==> config.mk <==
export PLATFORM = sky130hd
export DESIGN_NAME = btn_debouncer_multi
export DESIGN_NICKNAME = d
export VERILOG_FILES = /design/src/rtl/btn_debouncer_multi.sv
export SDC_FILE = /design/constraint.sdc
export NUM_CORES = 1
export LEC_CHECK = 0
export ABC_AREA = 1
export BUFFER_PORTS_ARGS = -buffer_cell sky130_fd_sc_hd__buf_2
export CAP_MARGIN = 20
export CELL_PAD_IN_SITES_DETAIL_PLACEMENT = 0
export CELL_PAD_IN_SITES_GLOBAL_PLACEMENT = 1
export CORE_MARGIN = 2
export CORE_UTILIZATION = 40
export DETAILED_ROUTE_END_ITERATION = 7
export GPL_TIMING_DRIVEN = 0
export PLACE_DENSITY_LB_ADDON = 0.3
export SETUP_SLACK_MARGIN = 0.15
export SLEW_MARGIN = 10
export SYNTH_ARGS = -nofsm -noshare
export SYNTH_HDL_FRONTEND = slang
export SYNTH_SLANG_ARGS = --single-unit
==> constraint.sdc <==
create_clock -name clk -period 1.65 [get_ports clk]
set_clock_uncertainty 0.05 [all_clocks]
set_input_delay 0.0825 -clock clk [delete_from_list [all_inputs] [get_ports clk]]
set_output_delay 0.0825 -clock clk [all_outputs]
set_load 0.02 [all_outputs]
==> src/rtl/btn_debouncer_multi.sv <==
// -----------------------------------------------------------------------------
// btn_debouncer_multi
//
// Multi-channel push-button conditioner. It sits between the raw pad inputs
// and the game FSM. Each channel has its own logic for these stages:
//   1. two-flop synchroniser, with the pad polarity folded into the first flop;
//   2. a saturating stable-count filter. A new level is accepted only after
//      2**CNT_W consecutive cycles that disagree with the current level;
//   3. registered one-cycle press / release strobes, aligned with the level;
//   4. optional hold-to-repeat strobes (REPEAT_EN=1): the first strobe comes
//      RPT_DLY cycles after the press, then one every RPT_PER cycles.
//
// Parameters:
//   N_CH       number of independent channels
//   CNT_W      filter counter width (acceptance after 2**CNT_W mismatches)
//   ACTIVE_LOW 1: pad reads 0 when pressed; 0: pad reads 1 when pressed
//   REPEAT_EN  1: build the repeat logic; 0: btn_repeat is tied to 0
//   RPT_W      repeat counter width
//   RPT_DLY    press-to-first-repeat distance in cycles (1 .. 2**RPT_W-1)
//   RPT_PER    repeat-to-repeat distance in cycles (1 .. RPT_DLY)
//
// Ports:
//   clk          system clock, rising edge
//   rst_n        asynchronous active-low reset (release synchronised upstream)
//   btn_raw      raw asynchronous pad levels, one bit per channel
//   btn_state    debounced level, 1 = pressed
//   btn_press    one-cycle strobe on the edge where btn_state rises
//   btn_release  one-cycle strobe on the edge where btn_state falls
//   btn_repeat   one-cycle auto-repeat strobe while the button is held
// -----------------------------------------------------------------------------
module btn_debouncer_multi #(
  parameter int N_CH       = 4,
  parameter int CNT_W      = 19,
  parameter bit ACTIVE_LOW = 1'b1,
  parameter bit REPEAT_EN  = 1'b0,
  parameter int RPT_W      = 26,
  parameter int RPT_DLY    = 50000000,
  parameter int RPT_PER    = 10000000
) (
  input  logic            clk,
  input  logic            rst_n,
  input  logic [N_CH-1:0] btn_raw,
  output logic [N_CH-1:0] btn_state,
  output logic [N_CH-1:0] btn_press,
  output logic [N_CH-1:0] btn_release,
  output logic [N_CH-1:0] btn_repeat
);

  // ---------------------------------------------------------------------------
  // Elaboration-time parameter sanity checks. The repeat parameters are checked
  // even when REPEAT_EN=0, so a bad value is caught before anyone enables it.
  // ---------------------------------------------------------------------------
  localparam longint RPT_MAX = (longint'(1) << RPT_W) - 1;

  if (N_CH < 1 || CNT_W < 1) begin : g_bad_size
    $error("btn_debouncer_multi: N_CH and CNT_W must be at least 1");
  end

  if (RPT_DLY < 1 || longint'(RPT_DLY) > RPT_MAX ||
      RPT_PER < 1 || RPT_PER > RPT_DLY) begin : g_bad_rpt
    $error("btn_debouncer_multi: need 1 <= RPT_PER <= RPT_DLY <= 2**RPT_W-1");
  end

  // ---------------------------------------------------------------------------
  // Synchroniser. Polarity is normalised at the first flop, so everything
  // downstream works in "1 = pressed" terms.
  // ---------------------------------------------------------------------------
  localparam logic [N_CH-1:0] POL_MASK = {N_CH{ACTIVE_LOW}};

  logic [N_CH-1:0] sync0;
  logic [N_CH-1:0] sync1;

  // NOTE: sequential state uses non-blocking assignments only. Then every flop
  // samples its inputs as they were before the edge, whatever the block order.
  always_ff @(posedge clk or negedge rst_n) begin
    if (!rst_n) begin
      sync0 <= '0;
      sync1 <= '0;
    end else begin
      sync0 <= btn_raw ^ POL_MASK;
      sync1 <= sync0;
    end
  end

  // ---------------------------------------------------------------------------
  // Per-channel filter, strobes and optional repeat engine.
  // ---------------------------------------------------------------------------
  for (genvar i = 0; i < N_CH; i++) begin : g_ch

    logic [CNT_W-1:0] cnt_q;
    logic             state_q;
    logic             press_q;
    logic             release_q;
    logic             mismatch;
    logic             accept;

    assign mismatch = (sync1[i] != state_q);
    // The 2**CNT_W-th consecutive mismatch is the one that flips the level.
    assign accept   = mismatch && (&cnt_q);

    // NOTE: every counter is cleared by reset, not only the visible outputs.
    // If a reset arrived mid-count, a leftover count would shorten the next
    // acceptance window.
    always_ff @(posedge clk or negedge rst_n) begin
      if (!rst_n) begin
        cnt_q     <= '0;
        state_q   <= 1'b0;
        press_q   <= 1'b0;
        release_q <= 1'b0;
      end else begin
        press_q   <= 1'b0;
        release_q <= 1'b0;
        if (!mismatch) begin
          // Any agreeing cycle restarts the stability window.
          cnt_q <= '0;
        end else begin
          // Natural wrap: the all-ones count rolls over to 0 on the same edge
          // that accepts the new level.
          cnt_q <= cnt_q + 1'b1;
          if (accept) begin
            state_q   <= ~state_q;
            press_q   <= ~state_q;
            release_q <=  state_q;
          end
        end
      end
    end

    assign btn_state[i]   = state_q;
    assign btn_press[i]   = press_q;
    assign btn_release[i] = release_q;

    if (REPEAT_EN) begin : g_rpt
      typedef enum logic [1:0] {
        RPT_IDLE   = 2'd0,
        RPT_DELAY  = 2'd1,
        RPT_PERIOD = 2'd2
      } rpt_state_t;

      localparam logic [RPT_W-1:0] DLY_LAST = RPT_W'(RPT_DLY - 1);
      localparam logic [RPT_W-1:0] PER_LAST = RPT_W'(RPT_PER - 1);

      rpt_state_t       rpt_st;
      logic [RPT_W-1:0] rpt_cnt;
      logic             repeat_q;

      always_ff @(posedge clk or negedge rst_n) begin
        if (!rst_n) begin
          rpt_st   <= RPT_IDLE;
          rpt_cnt  <= '0;
          repeat_q <= 1'b0;
        end else begin
          repeat_q <= 1'b0;
          if (accept) begin
            // The filter flips on this edge. A rise arms the delay; a fall
            // aborts at once, so a release edge never carries a repeat.
            rpt_cnt <= '0;
            rpt_st  <= state_q ? RPT_IDLE : RPT_DELAY;
          end else begin
            case (rpt_st)
              RPT_IDLE: begin
                rpt_cnt <= '0;
              end
              RPT_DELAY: begin
                if (rpt_cnt == DLY_LAST) begin
                  repeat_q <= 1'b1;
                  rpt_cnt  <= '0;
                  rpt_st   <= RPT_PERIOD;
                end else begin
                  rpt_cnt <= rpt_cnt + 1'b1;
                end
              end
              RPT_PERIOD: begin
                if (rpt_cnt == PER_LAST) begin
                  repeat_q <= 1'b1;
                  rpt_cnt  <= '0;
                end else begin
                  rpt_cnt <= rpt_cnt + 1'b1;
                end
              end
              default: begin
                rpt_st  <= RPT_IDLE;
                rpt_cnt <= '0;
              end
            endcase
          end
        end
      end

      assign btn_repeat[i] = repeat_q;
    end else begin : g_no_rpt
      assign btn_repeat[i] = 1'b0;
    end

  end

endmodule

==> results.yml, run 1 <==
clocking:
  cts_tree: "done"
  insertion_delay_ns: 0.35
  ctsRootBufferMaster: "clkbuf_16"
  clk_pin_slew_ns: 0.07
  cts_buffers: 9
  htreeDepth: 3
  cts.sinks: 96
  clockBufferDepth: 2
timing:
  final-hold-violation-count: 0
  drv_slew: 0
  clock.fmax_mhz: 703
  rsz0062_at_grt: "true"
  worstMarginPinSlew_ns: 0.516
  fin_crit_sh_pct: 86.3
  period_needed_ns: 1.42
  slew-limit-headroom_pct: 65.6
  setup_viol: 0
finish:
  drive_gt1_share_pct: 18.5
  utilization_pct: 47.2
  diodes: 0
  layout_common_cells: "142 x nand2_1, 104 x nor2_1, 96 x dfrtp_1"
  multiInputGateArea_mm2: 0.00221
  num-fill-cells: 1247
  fin_nets: 696
  fin_cells: 863
  final_common_cell: "nand2_1"
  area_growth_pct: 16.3
  register_area_mm2: 0.00240
worst_setup_path:
  crit_path_start_kind: "register"
  ff2ff_path_depth: 7
  crit_fanout: 5
  cp_slowest_cell: "dfrtp_1"
  max_stage_delay_ns: 0.37
  crit_chain: "ha_2, nand2_2, nor2_4, and2_4, nand3_1, nand2_1, o21ai_1"
  arrival_ns: 1.61
  critical_path_class: "register to register"
  end_kind: "register"
  crit_required_ns: 1.84
hold_path:
  hold_path_class: "input pin to async pin"
synth:
  synthAdderAreaFrac_pct: 0.990
  synth_cell_types: 29
  synth_xor_area_share_pct: 1.91
  synth_area_leaders: "dfrtp_1 48%, nand2_1 11%, nor2_1 7.7%"
  ys_warn_count: 0
  synth_top_area_cell: "dfrtp_1"
  synth_area_mm2: 0.00506
  synth-seq-area-share_pct: 47.5
  yosys.area_share.simple_pct: 32.1
  ys_ff_latch: 96
  synthMuxAreaShare_pct: 0
  avgSynthCellArea_um2: 7.90
  yosys.area.top_type_share_pct: 47.5
  synthCells: 640
  synth-compound-area-share_pct: 7.28
  synth_top_family_by_area: "simple AND/OR/NAND/NOR gates"
placed_design:
  io_buffer_count: 17
  dp_hpwl_mm: 6.43
  routabilityCongestion: 0.781
  dp.cells: 833
job:
  maxCapViolations: 0
power_and_ir_drop:
  power_frac_seq_pct: 50.4
  p_leak_nw: 2.83
  clkPwrFrac_pct: 44.9
  power.share.switching_pct: 22.2
  p_int_mw: 3.73
  power_density_mw_per_mm2: 815
  ir_drop_uv: 469
  combPwrFrac_pct: 4.7
  p_switching_mw: 1.06
floorplanning:
  start_util_pct: 40.6
  fp-row-count: 41
  io-pin-count: 22
  fp.dieH_um: 116
  dieArea_mm2: 0.0136
  fp.dieW_um: 116
  coreArea_mm2: 0.0125
detailed_routing:
  routed_wirelength_mm: 9.10
  drtPass1Iterations: 4
  drc: 0
  first_iter_violations: 175
  wl_per_cell_um: 10.5
  vias_per_cell: 4.51
  final_antenna_net_count: 0
  vias: 3890
grt:
  grt_pass1_wl_mm: 16.1
  grt_overflow: 0
  grt_pass1_vias: 3566
  antenna_found_initial: 0
  grt_max_degree: 61
  grt_usage_pct: 15.1
status:
  outcome: "finished, final reports clean"
[state kept, by name, indices dropped and copies added (netlist names)]
register / cells
g_ch.cnt_q: 76
g_ch.press_q: 4
g_ch.release_q: 4
g_ch.state_q: 4
sync0: 4
sync1: 4
[power groups by stage]
stage / logic (mW) / registers (mW) / clock network (mW)
after floorplan: 0.113 / 2.45 / 0
after global routing: 0.263 / 2.42 / 2.32
after detailed placement: 0.203 / 2.46 / 0
final: 0.224 / 2.42 / 2.15
after CTS: 0.212 / 2.41 / 2.22
after global placement: 0.190 / 2.46 / 0
[cells in the mapped netlist]
library cell  count
nand3b_1          1
dfrtp_1          96
inv_1            90
nor3_1           10
nand2_1         142
nor2_1          104
nand2_4           3
nand4_1           1
a31oi_1           3
xor2_1           11
ha_1              4
nand3_2           7
o21bai_1          1
nor2_2           12
and3_1            1
inv_2             6
and2_1            2
buf_4            19
and2_4            1
nand3_1          29
o21ai_0          22
buf_6             1
conb_1            1
o21ai_1           3
o21ai_2           3
nand2_2           9
nor2_4           19
nor3b_2           1
a21oi_1          38
[kinds of logic after synthesis]
| group | after synthesis |
|---|---|
| compound gates | 70 |
| xor+xnor | 11 |
| fa+ha+maj | 4 |
| buf+inv | 116 |
| flops | 96 |
| other cells | 1 |
| simple gates | 342 |
[path summary, 6_finish.rpt]
| check | end | start | slack (ns) |
|---|---|---|---|
| min in group clk | sync1[2] | sync0[2] | 0.30 |
| max in group asynchronous | g_ch[1].release_q | rst_n | 0.69 |
| hold reg to reg | sync1[2] | sync0[2] | 0.30 |
| setup / recovery | g_ch[1].state_q | g_ch[1].cnt_q[0] | 0.23 |
| setup reg to reg | g_ch[1].state_q | g_ch[1].cnt_q[0] | 0.23 |
| hold / removal | g_ch[0].cnt_q[9] | rst_n | 0.19 |
[critical path: cells and delay by family, from the launching register on]
kind,cells,cell delay (ns)
AOI/OAI and AO/OA,1,0.06
adders and majority gates,1,0.21
DFF,1,0.37
and+or+nand+nor,5,0.64
[area by class of cell]
type / instances / area share [%]
inverters: 96 / 6.13
flip-flops and latches: 96 / 40.9
repair buffers: 32 / 3.96
well taps: 172 / 3.66
clock buffers: 14 / 4.49
plain buffers: 20 / 2.62
clock inverters: 2 / 0.638
multi-input cells: 431 / 37.6
[per-stage QoR]
stage	TNS, ns	hold WS (ns)	setup slack, ns	instance area, um2	power, mW
2_1_floorplan	0	-0.263	0.348	5070	2.57
3_3_place_gp	-60.00	0.176	-0.634	5370	2.65
3_5_place_dp	0	0.0492	0.213	5400	2.66
4_1_cts	0	0.206	0.203	5750	4.85
5_1_grt	0	0.256	0.123	5880	5.01
6_report	0	0.189	0.227	5880	4.79
[what timing repair did]
action                                  CTS  global route
gates resized for setup                   0            12
setup buffers                             0             9
endpoints found under the setup margin    0            20
endpoints found under the hold margin    40             0
hold buffers                              5             0
[routing by layer]
metal	wire length [um]	up-vias	global-route usage, %
met4	202	0	7.22
met2	4100	34	22.8
li1	-	2039	-
met3	179	13	2.49
met5	0	-	0
met1	4620	1804	21.1
Power figures use the tool's default switching activity.
==> run 2: changes to the inputs <==
- ABC_AREA: 1 -> default
==> run 2 against run 1 <==
Final cell count is 19% lower. Synthesized cell count is 31% lower. Routed wire length is 5.4% higher. Sequential share of layout area is 1.9 points lower. Critical endpoint is now g_ch[0].cnt_q[17]. Largest power group unchanged.
==> results.yml, run 2 <==
detailed_routing:
  vias_per_cell: 5.09
  routed_wirelength_mm: 9.59
  drtPass1Iterations: 4
  met2_length_mm: 4.81
  m1WireLength_mm: 4.36
  wl_per_cell_um: 13.8
  highest_layer: "met4"
  first_iter_violations: 119
  drc: 0
  vias: 3547
  wl_met3_um: 279
  final_antenna_net_count: 0
floorplanning:
  io-pin-count: 22
  fp.dieW_um: 110
  dieArea_mm2: 0.0120
  coreArea_mm2: 0.0108
  start_util_pct: 41.1
  fp.dieH_um: 110
  fp-row-count: 38
worst_setup_path:
  crit_fanout: 7
  critical_path_class: "register to register"
  crit_path_start_kind: "register"
  arrival_ns: 1.90
  ff2ff_path_depth: 5
  crit_required_ns: 1.92
  end_kind: "register"
synth:
  synth_area_leaders: "dfrtp_1 54%, xnor2_1 8.1%, nor2_1 5.5%"
  avgSynthCellArea_um2: 10.1
  ys.flop_type: "dfrtp_1"
  ys_ff_latch: 96
  synth_cell_types: 34
  synth_area_mm2: 0.00445
  yosys.area.top_type_share_pct: 53.9
  synth_common_cells: "96 x dfrtp_1, 65 x nor2_1, 41 x xnor2_1, 26 x nand3_1, 21 x nand4_1"
  synth_edf_count: 0
  synth-seq-area-share_pct: 53.9
  synth_top_area_cell: "dfrtp_1"
  synthArstFlopShare_pct: 100
  synthCells: 439
  yosysMostFrequentCell: "dfrtp_1"
  ys_warn_count: 0
clocking:
  htreeDepth: 3
  ctsRootBufferMaster: "clkbuf_8"
  clockBufferDepth: 2
  insertion_delay_ns: 0.38
  cts_tree: "done"
  clk_pin_slew_ns: 0.11
  cts_buffers: 9
  cts.sinks: 96
status:
  outcome: "finished, final reports clean"
placed_design:
  dp_slack_ns: -0.218
  placed_cell_area_mm2: 0.00484
  dp_hpwl_mm: 5.25
  routabilityCongestion: 0.752
  io_buffer_count: 17
grt:
  grt_usage_pct: 16.3
  grt_max_degree: 52
  antenna_found_initial: 0
  grt_pass1_wl_mm: 15.3
  grt_overflow: 0
  grt_pass1_vias: 3278
timing:
  hold_slack_ns: 0.213
  clock.fmax_mhz: 614
  fin_ws_ns: 0.0208
  worstMarginPinSlew_ns: 0.635
  fin_crit_sh_pct: 98.7
  setup_viol: 0
  final-hold-violation-count: 0
  drv_slew: 0
  rsz0062_at_grt: "true"
  slew-limit-headroom_pct: 57.7
  period_needed_ns: 1.63
finish:
  fin_area_mm2: 0.00618
  regMostFlops: "g_ch.cnt_q"
  utilization_pct: 57.0
  diodes: 0
  largest_register_ffs: 76
  fin_nets: 562
  final_common_cell: "dfrtp_1"
  area_growth_pct: 38.7
  drive_gt1_share_pct: 37.5
  layout_common_cells: "93 x dfrtp_1, 78 x buf_4, 64 x nor2_1"
hold_path:
  hold_path_class: "input pin to async pin"
power_and_ir_drop:
  power_density_mw_per_mm2: 668
  p_leak_nw: 2.88
  ir_drop_uv: 510
  finalPower_mw: 4.13
job:
  maxCapViolations: 0
[run 2: path summary, 6_finish.rpt]
| kind | startpoint | slack (ns) | end |
|---|---|---|---|
| worst max-delay path | g_ch[0].cnt_q[4] | 0.02 | g_ch[0].cnt_q[17] |
| worst min-delay path | rst_n | 0.21 | g_ch[0].cnt_q[7] |
| worst max register to register | g_ch[0].cnt_q[4] | 0.02 | g_ch[0].cnt_q[17] |
| worst min register to register | sync0[1] | 0.31 | sync1[1] |
| max in group asynchronous | rst_n | 0.66 | g_ch[0].cnt_q[2] |
| min in group clk | sync0[1] | 0.31 | sync1[1] |
[run 2: repair_timing]
action | in CTS | in global routing
hold buffers | 5 | 0
resized for setup | 34 | 77
endpoints found under the hold margin | 49 | 0
setup endpoints to repair | 69 | 70
pin swaps | 20 | 54
buffers inserted | 46 | 30
[run 2: metrics by stage]
step | TNS (ns) | std cells
6_report | 0 | 697
4_1_cts | 0 | 667
2_1_floorplan | 0 | 442
3_3_place_gp | -60.42 | 599
5_1_grt | -0.133 | 697
3_5_place_dp | -6.15 | 600
[run 2: worst max-delay path, stage by stage, from the launching register on]
cell and delay [ns]:
dfrtp_2 0.44, nand3_2 0.12, or3_1 0.37, buf_6 0.14
or3_4 0.32, a21oi_2 0.13
[run 2: kinds of logic (layout without fill, tap and decap cells)]
family,count (synthesis),count (layout),share of synthesized area (%)
XOR/XNOR,53,53,10.4
flip-flops,96,96,53.9
buffers and inverters,41,156,4.83
AO/OA/AOI/OAI,36,36,4.69
AND/OR/NAND/NOR,201,201,23.2
adder cells (fa/ha/maj),4,4,1.12
other,1,4,0.0842
multiplexers,7,7,1.74
[run 2: final cells by class]
type | count | area (um2)
Fill cell | 921 | 4660
Sequential cell | 96 | 2410
Multi-Input combinational cell | 305 | 2370
Timing Repair Buffer | 99 | 792
Buffer | 25 | 194
Tap cell | 140 | 175
Clock buffer | 9 | 124
Inverter | 16 | 60.1
Clock inverter | 7 | 56.3
[run 2: report_power, final]
part           switching (mW)  total, mW  internal [mW]
clock network           0.902       1.47          0.566
registers              0.0423       2.43           2.38
logic                   0.129      0.232          0.103
[run 2: routing by layer]
metal	global-route usage, %	vias to the layer above
met1	21.8	1772
met2	26.1	48
met3	4.09	12
met4	5.33	0
met5	0	-
li1	-	1715
